==> config.mk <==
export PLATFORM = sky130hd
export DESIGN_NAME = serial_sub20
export DESIGN_NICKNAME = d
export VERILOG_FILES = /design/src/rtl/serial_sub20_pkg.sv /design/src/rtl/sub5_cla_slice.sv /design/src/rtl/serial_sub20.sv
export SDC_FILE = /design/constraint.sdc
export NUM_CORES = 1
export LEC_CHECK = 0
export BUFFER_PORTS_ARGS = -buffer_cell sky130_fd_sc_hd__buf_2
export CELL_PAD_IN_SITES_DETAIL_PLACEMENT = 1
export CELL_PAD_IN_SITES_GLOBAL_PLACEMENT = 2
export CORE_AREA = 2 2 103 105
export CTS_CLUSTER_SIZE = 16
export DETAILED_ROUTE_END_ITERATION = 12
export DIE_AREA = 0 0 105 107
export PLACE_DENSITY = 0.81
export SLEW_MARGIN = 10
export SYNTH_ARGS = -nofsm -noshare
export SYNTH_HDL_FRONTEND = slang
export SYNTH_SLANG_ARGS = --single-unit
==> constraint.sdc <==
create_clock -name clk -period 2.4 [get_ports clk]
set_input_delay 0.48 -clock clk [delete_from_list [all_inputs] [get_ports clk]]
set_output_delay 0.48 -clock clk [all_outputs]
set_load 0.03 [all_outputs]
==> src/rtl/serial_sub20_pkg.sv <==
// serial_sub20_pkg: shared slice width, FSM encoding and width helper for the serial subtractor
package serial_sub20_pkg;
   localparam int SLICE_W = 5;
   typedef enum logic {IDLE = 1'b0, RUN = 1'b1} state_t;
   function automatic int sub_width(input int n_slices);
      return SLICE_W * n_slices;
   endfunction
   localparam int DEFAULT_W = sub_width(4);
endpackage

==> src/rtl/sub5_cla_slice.sv <==
// sub5_cla_slice: 5-bit carry-lookahead adder slice exposing the carries into and out of its MSB
module sub5_cla_slice (
   input  logic [4:0] a,
   input  logic [4:0] b,
   input  logic       cin,
   output logic [4:0] s,
   output logic       c3,
   output logic       c4
);
   logic [4:0] g, p, c;
   always_comb begin
      g = a & b;
      p = a ^ b;
      c[0] = cin;
      c[1] = g[0] | (p[0] & cin);
      c[2] = g[1] | (p[1] & g[0]) | (p[1] & p[0] & cin);
      c[3] = g[2] | (p[2] & g[1]) | (p[2] & p[1] & g[0]) | (p[2] & p[1] & p[0] & cin);
      c[4] = g[3] | (p[3] & g[2]) | (p[3] & p[2] & g[1]) | (p[3] & p[2] & p[1] & g[0])
           | (p[3] & p[2] & p[1] & p[0] & cin);
      c4 = g[4] | (p[4] & g[3]) | (p[4] & p[3] & g[2]) | (p[4] & p[3] & p[2] & g[1])
         | (p[4] & p[3] & p[2] & p[1] & g[0]) | (p[4] & p[3] & p[2] & p[1] & p[0] & cin);
      c3 = c[4];
      s = p ^ c;
   end
endmodule

==> src/rtl/serial_sub20.sv <==
// serial_sub20: multi-cycle W-bit subtractor, one 5-bit CLA slice per clock, LSB slice first
module serial_sub20
   import serial_sub20_pkg::*;
#(
   parameter  int N_SLICES = 4,
   localparam int W = sub_width(N_SLICES)
) (
   input  logic         clk,
   input  logic         rst,
   input  logic         start,
   input  logic [W-1:0] A,
   input  logic [W-1:0] B,
   output logic [W-1:0] Diff,
   output logic         Borrow,
   output logic         Overflow,
   output logic         busy,
   output logic         done
);
   localparam int KW = (N_SLICES > 1) ? $clog2(N_SLICES) : 1;

   state_t state, state_nxt;
   logic [KW-1:0] k;
   logic cr, last, c3, c4;
   logic [W-1:0] op_a, op_bn;
   logic [SLICE_W-1:0] s;

   sub5_cla_slice u_slice (
      .a   (op_a[k*SLICE_W +: SLICE_W]),
      .b   (op_bn[k*SLICE_W +: SLICE_W]),
      .cin (cr),
      .s   (s),
      .c3  (c3),
      .c4  (c4)
   );

   always_ff @(posedge clk) begin
      if (rst) state <= IDLE;
      else     state <= state_nxt;
   end

   always_comb begin
      state_nxt = (state == IDLE) ? (start ? RUN : IDLE) : (last ? IDLE : RUN);
   end

   always_comb begin
      busy = (state == RUN);
      last = busy && (k == KW'(N_SLICES - 1));
   end

   // B is stored inverted and cr seeded with 1 so each slice just adds: A + ~B + 1
   always_ff @(posedge clk) begin
      if (rst) begin
         k        <= '0;
         cr       <= 1'b0;
         op_a     <= '0;
         op_bn    <= '0;
         Diff     <= '0;
         Borrow   <= 1'b0;
         Overflow <= 1'b0;
         done     <= 1'b0;
      end else begin
         done <= last;
         if (state == IDLE && start) begin
            op_a  <= A;
            op_bn <= ~B;
            cr    <= 1'b1;
            k     <= '0;
            Diff  <= '0;
         end else if (busy) begin
            Diff[k*SLICE_W +: SLICE_W] <= s;
            cr <= c4;
            k  <= k + 1'b1;
            if (last) begin
               Borrow   <= ~c4;
               Overflow <= c3 ^ c4;
            end
         end
      end
   end
endmodule

=== Yosys cells after proc, flatten, opt, wreduce, memory -nomap -nowiden ===
Index checks and enable logic that the tools add are counted.

* Register bits: 67
* Bits in writable memories: 0
* Memory bits (read-only): 0
* Word-level logic and storage cells: 76
* Memories: 0
* Bits of input ports: 43
* Output and inout port bits: 24
* Bits in latches: 0

* Bitwise operators: 48
* $lt $le $gt $ge: 0
* Multiplexer cells: 6
* Equal/unequal tests: 1
* Divide/modulo/power cells: 0
* Reductions and logical operators: 5
* Shift operators: 4
* Multipliers: 1
* Add/subtract/negate cells: 2

{| class="wikitable"
|+ Operators by type and width
! kind !! number
|-
| $shiftx 20x6->5 || 2
|-
| $neg 5->34 || 1
|-
| $shift 5x34->20 const A || 1
|-
| $shiftx 5x34->20 || 1
|-
| $and 1x1->1 || 25
|-
| $bwmux 20 || 1
|-
| $not 20->20 || 1
|-
| $or 1x1->1 || 15
|-
| $xor 5x5->5 || 2
|-
| $and 5x5->5 || 1
|-
| $mul 2x3->5 const B || 1
|-
| $mux 1 || 5
|-
| $not 1->1 || 3
|-
| $reduce_and 3->1 || 1
|-
| $add 2x1->2 const B || 1
|-
| $eq 2x2->1 const B || 1
|-
| $logic_and 1x1->1 || 2
|-
| $reduce_bool 2->1 || 1
|-
| $reduce_or 2->1 || 1
|-
| $xor 1x1->1 || 1
|}

=== Depth between registers and ports, before layout ===
Gate-level depths: netlist of the first run.

* Depth after elaboration: 11
* Gate-level depth with buffers: 8
* Mapped depth without buffers: 7

=== By module ===
From an unflattened synthesis of the first run, not the netlist that was laid out.

* Cells, all modules: 307
* Area total of the unflattened synthesis: 2951.6 um^2

{| class="wikitable"
|+ Modules (own cells, without submodules)
! module !! times used !! cells each !! sequential area each (um^2) !! area an instance (um^2)
|-
| serial_sub20 || 1 || 281 || 1341.3 || 2733.9
|-
| sub5_cla_slice || 1 || 26 || 0.0 || 217.7
|}

=== Worst setup path before layout of the first run ===
No wires, ideal clock.

* Kind: reg-to-reg
* Start point: register k[0]
* End point: register Diff[14]
* Buffers on the path: 1
* Required time: 2.274 ns
* Period minus slack after synthesis: 2.376 ns
* Data arrival time: 2.250 ns
* Library setup time: 0.126 ns
* Path slack: 0.024 ns
* Stages on the path, launching flop included: 8
* Cell sequence: dfxtp_1 > buf_4 > mux4_2 > ha_1 > a21oi_1 > o21ai_4 > xnor2_1 > o21ai_1

* Longest elaborated chain between the ends: 11
* Elaborated cells between the ends (all ways): 36
* Those cells by class: add/sub: 1; mul: 1; shift: 4; mux: 1; bitwise: 29

{| class="wikitable"
|+ RTL lines
! item !! line !! RTL
|-
| start: declaration || serial_sub20.sv:22 || <nowiki>logic [KW-1:0] k;</nowiki>
|-
| start signal: assignment || serial_sub20.sv:72 || <nowiki>k <= k + 1'b1;</nowiki>
|-
| $mul 2x3->5 * || serial_sub20.sv:28, serial_sub20.sv:29, serial_sub20.sv:70 ||
|-
| $shiftx 20x6->5, on equally long branches || serial_sub20.sv:28, serial_sub20.sv:29 ||
|-
| $xor 5x5->5 / $and 5x5->5 (equally long branches) || sub5_cla_slice.sv:13, sub5_cla_slice.sv:12 ||
|-
| $and 1x1->1, on equally long branches || sub5_cla_slice.sv:18, sub5_cla_slice.sv:19 ||
|-
| $or 1x1->1 (tied with other cells) (2 in series) || sub5_cla_slice.sv:18 || <nowiki>c[4] = g[3] | (p[3] & g[2]) | (p[3] & p[2] & g[1]) | (p[3] & p[2] & p[1] & g[0])</nowiki>
|-
| $or 1x1->1 / $and 1x1->1 (equally long branches) || sub5_cla_slice.sv:18, sub5_cla_slice.sv:19 ||
|-
| $or 1x1->1 || sub5_cla_slice.sv:19 || <nowiki>| (p[3] & p[2] & p[1] & p[0] & cin);</nowiki>
|-
| $xor 5x5->5 || sub5_cla_slice.sv:23 || <nowiki>s = p ^ c;</nowiki>
|-
| $shiftx 5x34->20 || serial_sub20.sv:70 || <nowiki>Diff[k*SLICE_W +: SLICE_W] <= s;</nowiki>
|-
| $bwmux 20 * || serial_sub20.sv:70 ||
|-
| end signal: indexed assignment || serial_sub20.sv:70 ||
|-
| end: declaration || serial_sub20.sv:13 || <nowiki>output logic [W-1:0] Diff,</nowiki>
|}

Every way passes the cells marked *; elsewhere a longest branch is shown, timed or not.
A chain may end at the register's enable or synchronous reset.

=== Worst setup path after layout of the first run ===
* Start point: register k[0]
* End point: register Diff[13]

The elaborated chain is that of the path after synthesis.

==> metrics, run 1 <==
status complete, no violations; Mapped Cells 301; Synth warnings 0; Core Footprint 10100 um^2; Reg power frac 46.5%; MaxCap Viol Count 0; Hold Crit Start B[6]; Fin. Hold Viols 0; GPL Wtd Cong 0.782; Max H-tree Level 3; Switching Power 701 uW; Routed WL per cell 15.1 um; critical path's largest stage delay 550 ps; Final Power 2.60 mW; Clk Tree Root Cell clkbuf_8; ranking of synthesized cells by area dfxtp_1, mux4_2, nand2_1; CTS Buf Count 9; class of the worst hold path input port to flop; VDD IR-drop max 0.000230 V; grt ovf 0; Critical Path Start k[0]; Sw Share 27.0%; final setup margin 97.7 ps; Yosys reg bits 67; WP data arrival 2590 ps; IO Pins 67; # hold bufs at CTS 0; die height 107 um; Critical Path Source Type flop; library cells used by synthesis 38; DRC Markers 0; worst path cell trace buf_6 > buf_4 > mux4_2 > ha_4 > o21ai_0 > o21bai_1 > xor2_2 > a22oi_1 > nor2_1; R2R Path Start k[0]; P_leak 1.50 nW; Tightest Pin Transition 754 ps; EDFF count, synth 0; largest fanout on the critical path 4; final setup fails 0; num rows 37; Seq/Total Area, Yosys 46.3%; Slew HR 49.7%; antenna violations before repair 0; CP max stage cell mux4_2; drt first pass iters 4; Post-DRT Antenna Nets 0; FILL cells 1218; share of the synthesized area in the top cell type 46.3%; Period Utilization, post-route 95.9%; combinational share of power 15.2%; Post-DP HPWL 5630 um; Layout Area Growth over Synthesis 26.8%; TritonCTS Sinks 67; worst path required time 2690 ps; Mapped Area 2900 um^2; initial cell density of the core 28.7%; Syn Nets 356; Place WS 6.32 ps; fmax 0.434 GHz; final net count 426; Skew-Pair Late Insertion Delay 360 ps; Mapped Avg Cell Area 9.63 um^2; CTS clk-pin slew, worst paths 80 ps; clock power share 38.3%; GRT Total Usage 14.7%; async set-reset flop share out of synthesis 0%; Slew Limit Fails 0; Vias 2421; family with the most delay on the worst path multiplexers; most common flop cell mapped by yosys dfxtp_1; largest net degree at the start of global routing 52; ant diodes 0; IO Port Bufs 66; largest area contributor in the netlist dfxtp_1; chip width 105 um; Setup crit end kind flop; PwrDens 707 nW/um^2; Initial DRC Count 82; first-pass GRT wire length 12800 um; Die ar. 11200 um^2; vias in the first global route 2476; routed wire length 7750 um; clock buffer depth 2; Final Util 36.4%; non-filler cells, final 512; Placed Cells 493; Buf+Inv Stages, Crit Path 2; TritonCTS clock tree yes; Internal 1.90 mW; ratio of cells with drive above 1 in the final layout 32.4%; final period demand of the worst path 2300 ps; Crit Path Category flop to flop; Via density 4.73; Post-Route Skew 12.3 ps
==> worst reg2reg max path: cells and delay by family, from the launching register on <==
family / cells / cell delay (ps)
adder cells (fa/ha/maj): 1 / 320
AND/OR/NAND/NOR: 1 / 130
XOR/XNOR: 1 / 260
flip-flops: 1 / 350
AO/OA/AOI/OAI: 3 / 400
multiplexers: 1 / 550
buffers and inverters: 2 / 230
==> cells in the mapped netlist (3+ instances only) <==
cell type,n
dfxtp_1,67
nand2_1,48
nor2_1,39
a21oi_1,26
a211oi_1,22
a22oi_1,16
ha_1,11
mux4_2,10
buf_2,9
clkbuf_1,7
inv_1,5
nand3_1,4
o21ai_1,4
xnor2_1,4
nand2b_1,3
==> what timing repair did <==
action / 4_1_cts / 5_1_grt
gates resized for setup: 0 / 8
pin swaps: 2 / 4
setup endpoints to repair: 1 / 14
setup buffers: 0 / 3
==> flip-flops by register name, indices dropped and copies added (netlist names) <==
register	flops
op_bn	20
done	1
busy	1
k	2
Diff	20
op_a	20
Overflow	1
cr	1
Borrow	1
==> final timing paths <==
kind / slack [ps] / to / cells after the start
worst max-delay path: 100 / Diff[13] / 9
worst min-delay path: 300 / op_bn[6] / 2
worst max register to register: 100 / Diff[13] / 9
worst min register to register: 460 / op_a[9] / 2
==> kinds of logic after synthesis <==
group	after synthesis	share of synthesized area [%]
XOR/XNOR	5	1.51
multiplexers	11	8.11
AO/OA/AOI/OAI	76	17.4
flip-flops	67	46.3
buffers and inverters	25	4.01
adder cells (fa/ha/maj)	12	5.44
AND/OR/NAND/NOR	105	17.3
==> power groups by stage <==
stage	clock (mW)	combinational (mW)	sequential (mW)
after floorplan	0	0.254	1.23
after global placement	0	0.366	1.23
after detailed placement	0	0.377	1.23
after CTS	1.02	0.379	1.21
after global routing	1.08	0.441	1.22
final	0.996	0.395	1.21
==> stage by stage <==
| step | cell area, um^2 | hold WS, ps | setup TNS (ps) |
|---|---|---|---|
| floorplan | 2900 | 433 | 0 |
| global placement | 3390 | 444 | 0 |
| detailed placement | 3390 | 449 | 0 |
| CTS | 3610 | 280 | 0 |
| global route | 3680 | 278 | -7.84 |
| finish | 3680 | 297 | 0 |
==> placed cells by master (no fill, tap or decap), types with 2 or more instances in the layout <==
| cell | netlist | routed |
|---|---|---|
| a22oi_1 | 16 | 16 |
| o21ai_1 | 4 | 4 |
| nand3_1 | 4 | 4 |
| nand2b_1 | 3 | 3 |
| inv_1 | 5 | 5 |
| clkbuf_8 | 0 | 12 |
| a21oi_1 | 26 | 25 |
| dfxtp_1 | 67 | 66 |
| buf_6 | 1 | 2 |
| nor4b_4 | 2 | 2 |
| nand2_1 | 48 | 48 |
| o21ai_0 | 2 | 2 |
| clkinv_2 | 0 | 2 |
| a211oi_1 | 22 | 22 |
| nand2_4 | 2 | 2 |
| buf_4 | 1 | 9 |
| nor2_1 | 39 | 39 |
| xnor2_1 | 4 | 4 |
| a21oi_2 | 1 | 2 |
| ha_4 | 0 | 2 |
| mux4_2 | 10 | 10 |
| ha_1 | 11 | 8 |
| buf_2 | 9 | 66 |
==> metal layers <==
| layer | track usage [%] | part of all wire, % | vias up |
|---|---|---|---|
| met5 | 0 | 0 | - |
| met4 | 5.90 | 1.6 | 0 |
| met3 | 4.56 | 4.7 | 9 |
| met2 | 23.0 | 46 | 55 |
| met1 | 18.8 | 48 | 1161 |
| li1 | - | - | 1196 |
==> final cells by class <==
| cell class | instances | area, um^2 | area share, % |
|---|---|---|---|
| Multi-Input combinational cell | 209 | 1490 | 40.5 |
| Tap cell | 136 | 170 | 4.63 |
| Inverter | 6 | 22.5 | 0.613 |
| Clock buffer | 12 | 165 | 4.49 |
| Clock inverter | 4 | 47.5 | 1.29 |
| Sequential cell | 67 | 1340 | 36.5 |
| Timing Repair Buffer | 78 | 440 | 12.0 |
(Power assumes the default switching activity.)
==> inputs of run 2 (changes only) <==
- ABC_AREA: unset -> 1
- CORE_AREA: 2 2 103 105 -> 2 2 108 110
- DIE_AREA: 0 0 105 107 -> 0 0 110 112
- PLACE_DENSITY: 0.81 -> 0.8
- SETUP_SLACK_MARGIN: unset -> 0.4
==> metrics, run 2 <==
Core Footprint 11200 um^2 (+11%); vias in the first global route 2855 (+15%); Mapped Avg Cell Area 7.68 um^2 (-20%); chip width 110 um (+4.8%); largest fanout on the critical path 7 (+3); most common flop cell mapped by yosys dfxtp_1; grt ovf 0 (unchanged); Yosys reg bits 67 (unchanged); Syn Nets 439 (+23%); worst path cell trace buf_8 > buf_6 > o21ai_0 > o22ai_1 > ha_2 > inv_2 > nand2_4 > nand2_4 > nand4_1 > a21oi_1; routed wire length 9730 um (+26%); top-count cell post-synth dfxtp_1; GRT Total Usage 14.8% (+0.16 points); EDFF count, synth 0 (unchanged); status complete, no violations; Tightest Pin Transition 539 ps (-215 ps); P_leak 1.85 nW (+24%); Mapped Area 2950 um^2 (+1.8%); Max H-tree Level 3 (unchanged); ant diodes 0 (unchanged); drt first pass iters 6 (+2); TritonCTS clock tree yes; CTS Buf Count 9 (unchanged); crit-path most repeated cell nand2_4; share of the synthesized area in the top cell type 45.5% (-0.80 points); critical path's largest stage delay 450 ps (-100 ps); Layout Area Growth over Synthesis 47.2%; Setup crit end kind flop; Seq/Total Area, Yosys 45.5% (-0.80 points); top cells by count, synth dfxtp_1, nor2_1, o21ai_0; CP max stage cell dfxtp_4; Post-DRT Antenna Nets 0 (unchanged); most common cell after layout, fill and taps aside buf_2; final setup margin 285 ps (+188 ps); fmax 0.473 GHz (+8.9%); TritonCTS Sinks 67 (unchanged); initial cell density of the core 26.4% (-2.3 points); commonest non-fill, non-tap cells in the layout buf_2, dfxtp_1, nor2_1, o21ai_0, nand2_1; final period demand of the worst path 2110 ps (-188 ps); die height 112 um (+4.7%); Mapped Cells 384 (+28%); Die ar. 12300 um^2 (+9.7%); class of the worst hold path input port to flop; worst path required time 2660 ps (-30 ps); largest net degree at the start of global routing 61 (+17%); Critical Path Source Type flop; ratio of cells with drive above 1 in the final layout 38.4% (+6.0 points); Multi-input gate area 1790 um^2 (+20%); Register Area 1350 um^2 (+0.28%); Setup TNS 0 ps (unchanged); DRC Markers 0 (unchanged); Skew-Pair Late Insertion Delay 330 ps (-30 ps); Crit Path Category flop to flop; VDD IR-drop max 0.000319 V (+39%); Initial DRC Count 122 (+49%); clock buffer depth 2 (unchanged); Vias 2902 (+20%); Place WS 154 ps (+148 ps); final setup fails 0 (unchanged); GPL Wtd Cong 0.893 (+14%); Post-Route Skew 8.99 ps (-3.27 ps); Final Util 38.9% (+2.4 points); IO Pins 67 (unchanged); CTS clk-pin slew, worst paths 60 ps (-20 ps); ranking of synthesized cells by area dfxtp_1, o21ai_0, nor2_1; Post-DP HPWL 6230 um (+11%); Synth warnings 0 (unchanged); num rows 39 (+5.4%); IO Port Bufs 66 (unchanged); hold slack 315 ps (+17.8 ps); Slew Limit Fails 0 (unchanged); FILL cells 1334 (+9.5%); post-layout instance area 4340 um^2 (+18%); async set-reset flop share out of synthesis 0% (unchanged); Clk Tree Root Cell clkbuf_16; final net count 521 (+22%); unrepaired setup endpoints after global routing true; largest area contributor in the netlist dfxtp_1; Routed WL per cell 15.9 um (+4.8%); PwrDens 776 nW/um^2 (+9.7%); Largest regs Diff: 20 flops, op_a: 20 flops, op_bn: 20 flops; Slew HR 64.0% (+14 points); first-pass GRT wire length 14200 um (+11%); Fin. Hold Viols 0 (unchanged); MaxCap Viol Count 0 (unchanged); DP Area 3420 um^2 (+0.81%); antenna violations before repair 0 (unchanged); Period Utilization, post-route 88.1% (-7.8 points); Via density 4.73 (about the same); library cells used by synthesis 28 (-26%); WP data arrival 2370 ps (-220 ps)
==> run 2: final cells by class <==
class	instances	area share (%)
Multi-Input combinational cell	272	41.1
Sequential cell	67	31.0
Clock buffer	10	5.50
Clock inverter	6	2.59
Inverter	23	2.33
Timing Repair inverter	1	0.259
Tap cell	143	4.12
Timing Repair Buffer	92	13.1
==> run 2: path summary, 6_finish.rpt <==
path	cells past startpoint	start	end	slack [ps]
worst min register to register	2	Diff[14]	Diff[14]	460
worst max-delay path	10	k[0]	Diff[19]	290
worst max register to register	10	k[0]	Diff[19]	290
worst min-delay path	2	B[2]	op_bn[2]	310
==> run 2: power breakdown <==
part / switching, mW / internal [mW]
Sequential: 0.0557 / 1.18
Combinational: 0.356 / 0.247
Clock: 0.493 / 1.04
==> run 2: critical path, delay by kind of cell, from the launching register on <==
| family | cells | cell delay, ps |
|---|---|---|
| AOI/OAI and AO/OA | 3 | 550 |
| adders and majority gates | 1 | 400 |
| buffers and inverters | 3 | 390 |
| DFF | 1 | 450 |
| and+or+nand+nor | 3 | 250 |
==> run 2: repair_timing <==
item	in CTS	in global routing
setup buffers	8	9
endpoints found under the setup margin	23	21
hold buffers	0	0
pin swaps	7	20
resized for setup	17	82
cloned	0	1
==> run 2: cells by family (layout without fill, tap and decap cells) <==
kind of cell    count (synthesis)  count (layout)  synth area share (%)
simple gates                  143             143                  21.5
compound gates                116             116                  20.9
flops                          67              67                  45.5
buf+inv                        45             132                  6.57
fa+ha+maj                      12              12                  5.34
xor+xnor                        1               1                 0.297
==> run 2: metal layers <==
metal / vias to the layer above / track usage, % / wire, um
met2: 64 / 24.2 / 4980
met1: 1370 / 18.8 / 4190
met4: 0 / 4.73 / 160
met3: 12 / 4.22 / 403
met5: - / 0 / 0
li1: 1456 / - / -
==> run 2: through the flow <==
step                      power (mW)  std cells
after floorplan                 1.51        384
after global placement          1.64        580
after detailed placement        1.64        580
after CTS                       3.24        604
after global routing            3.53        614
final                           3.37        614
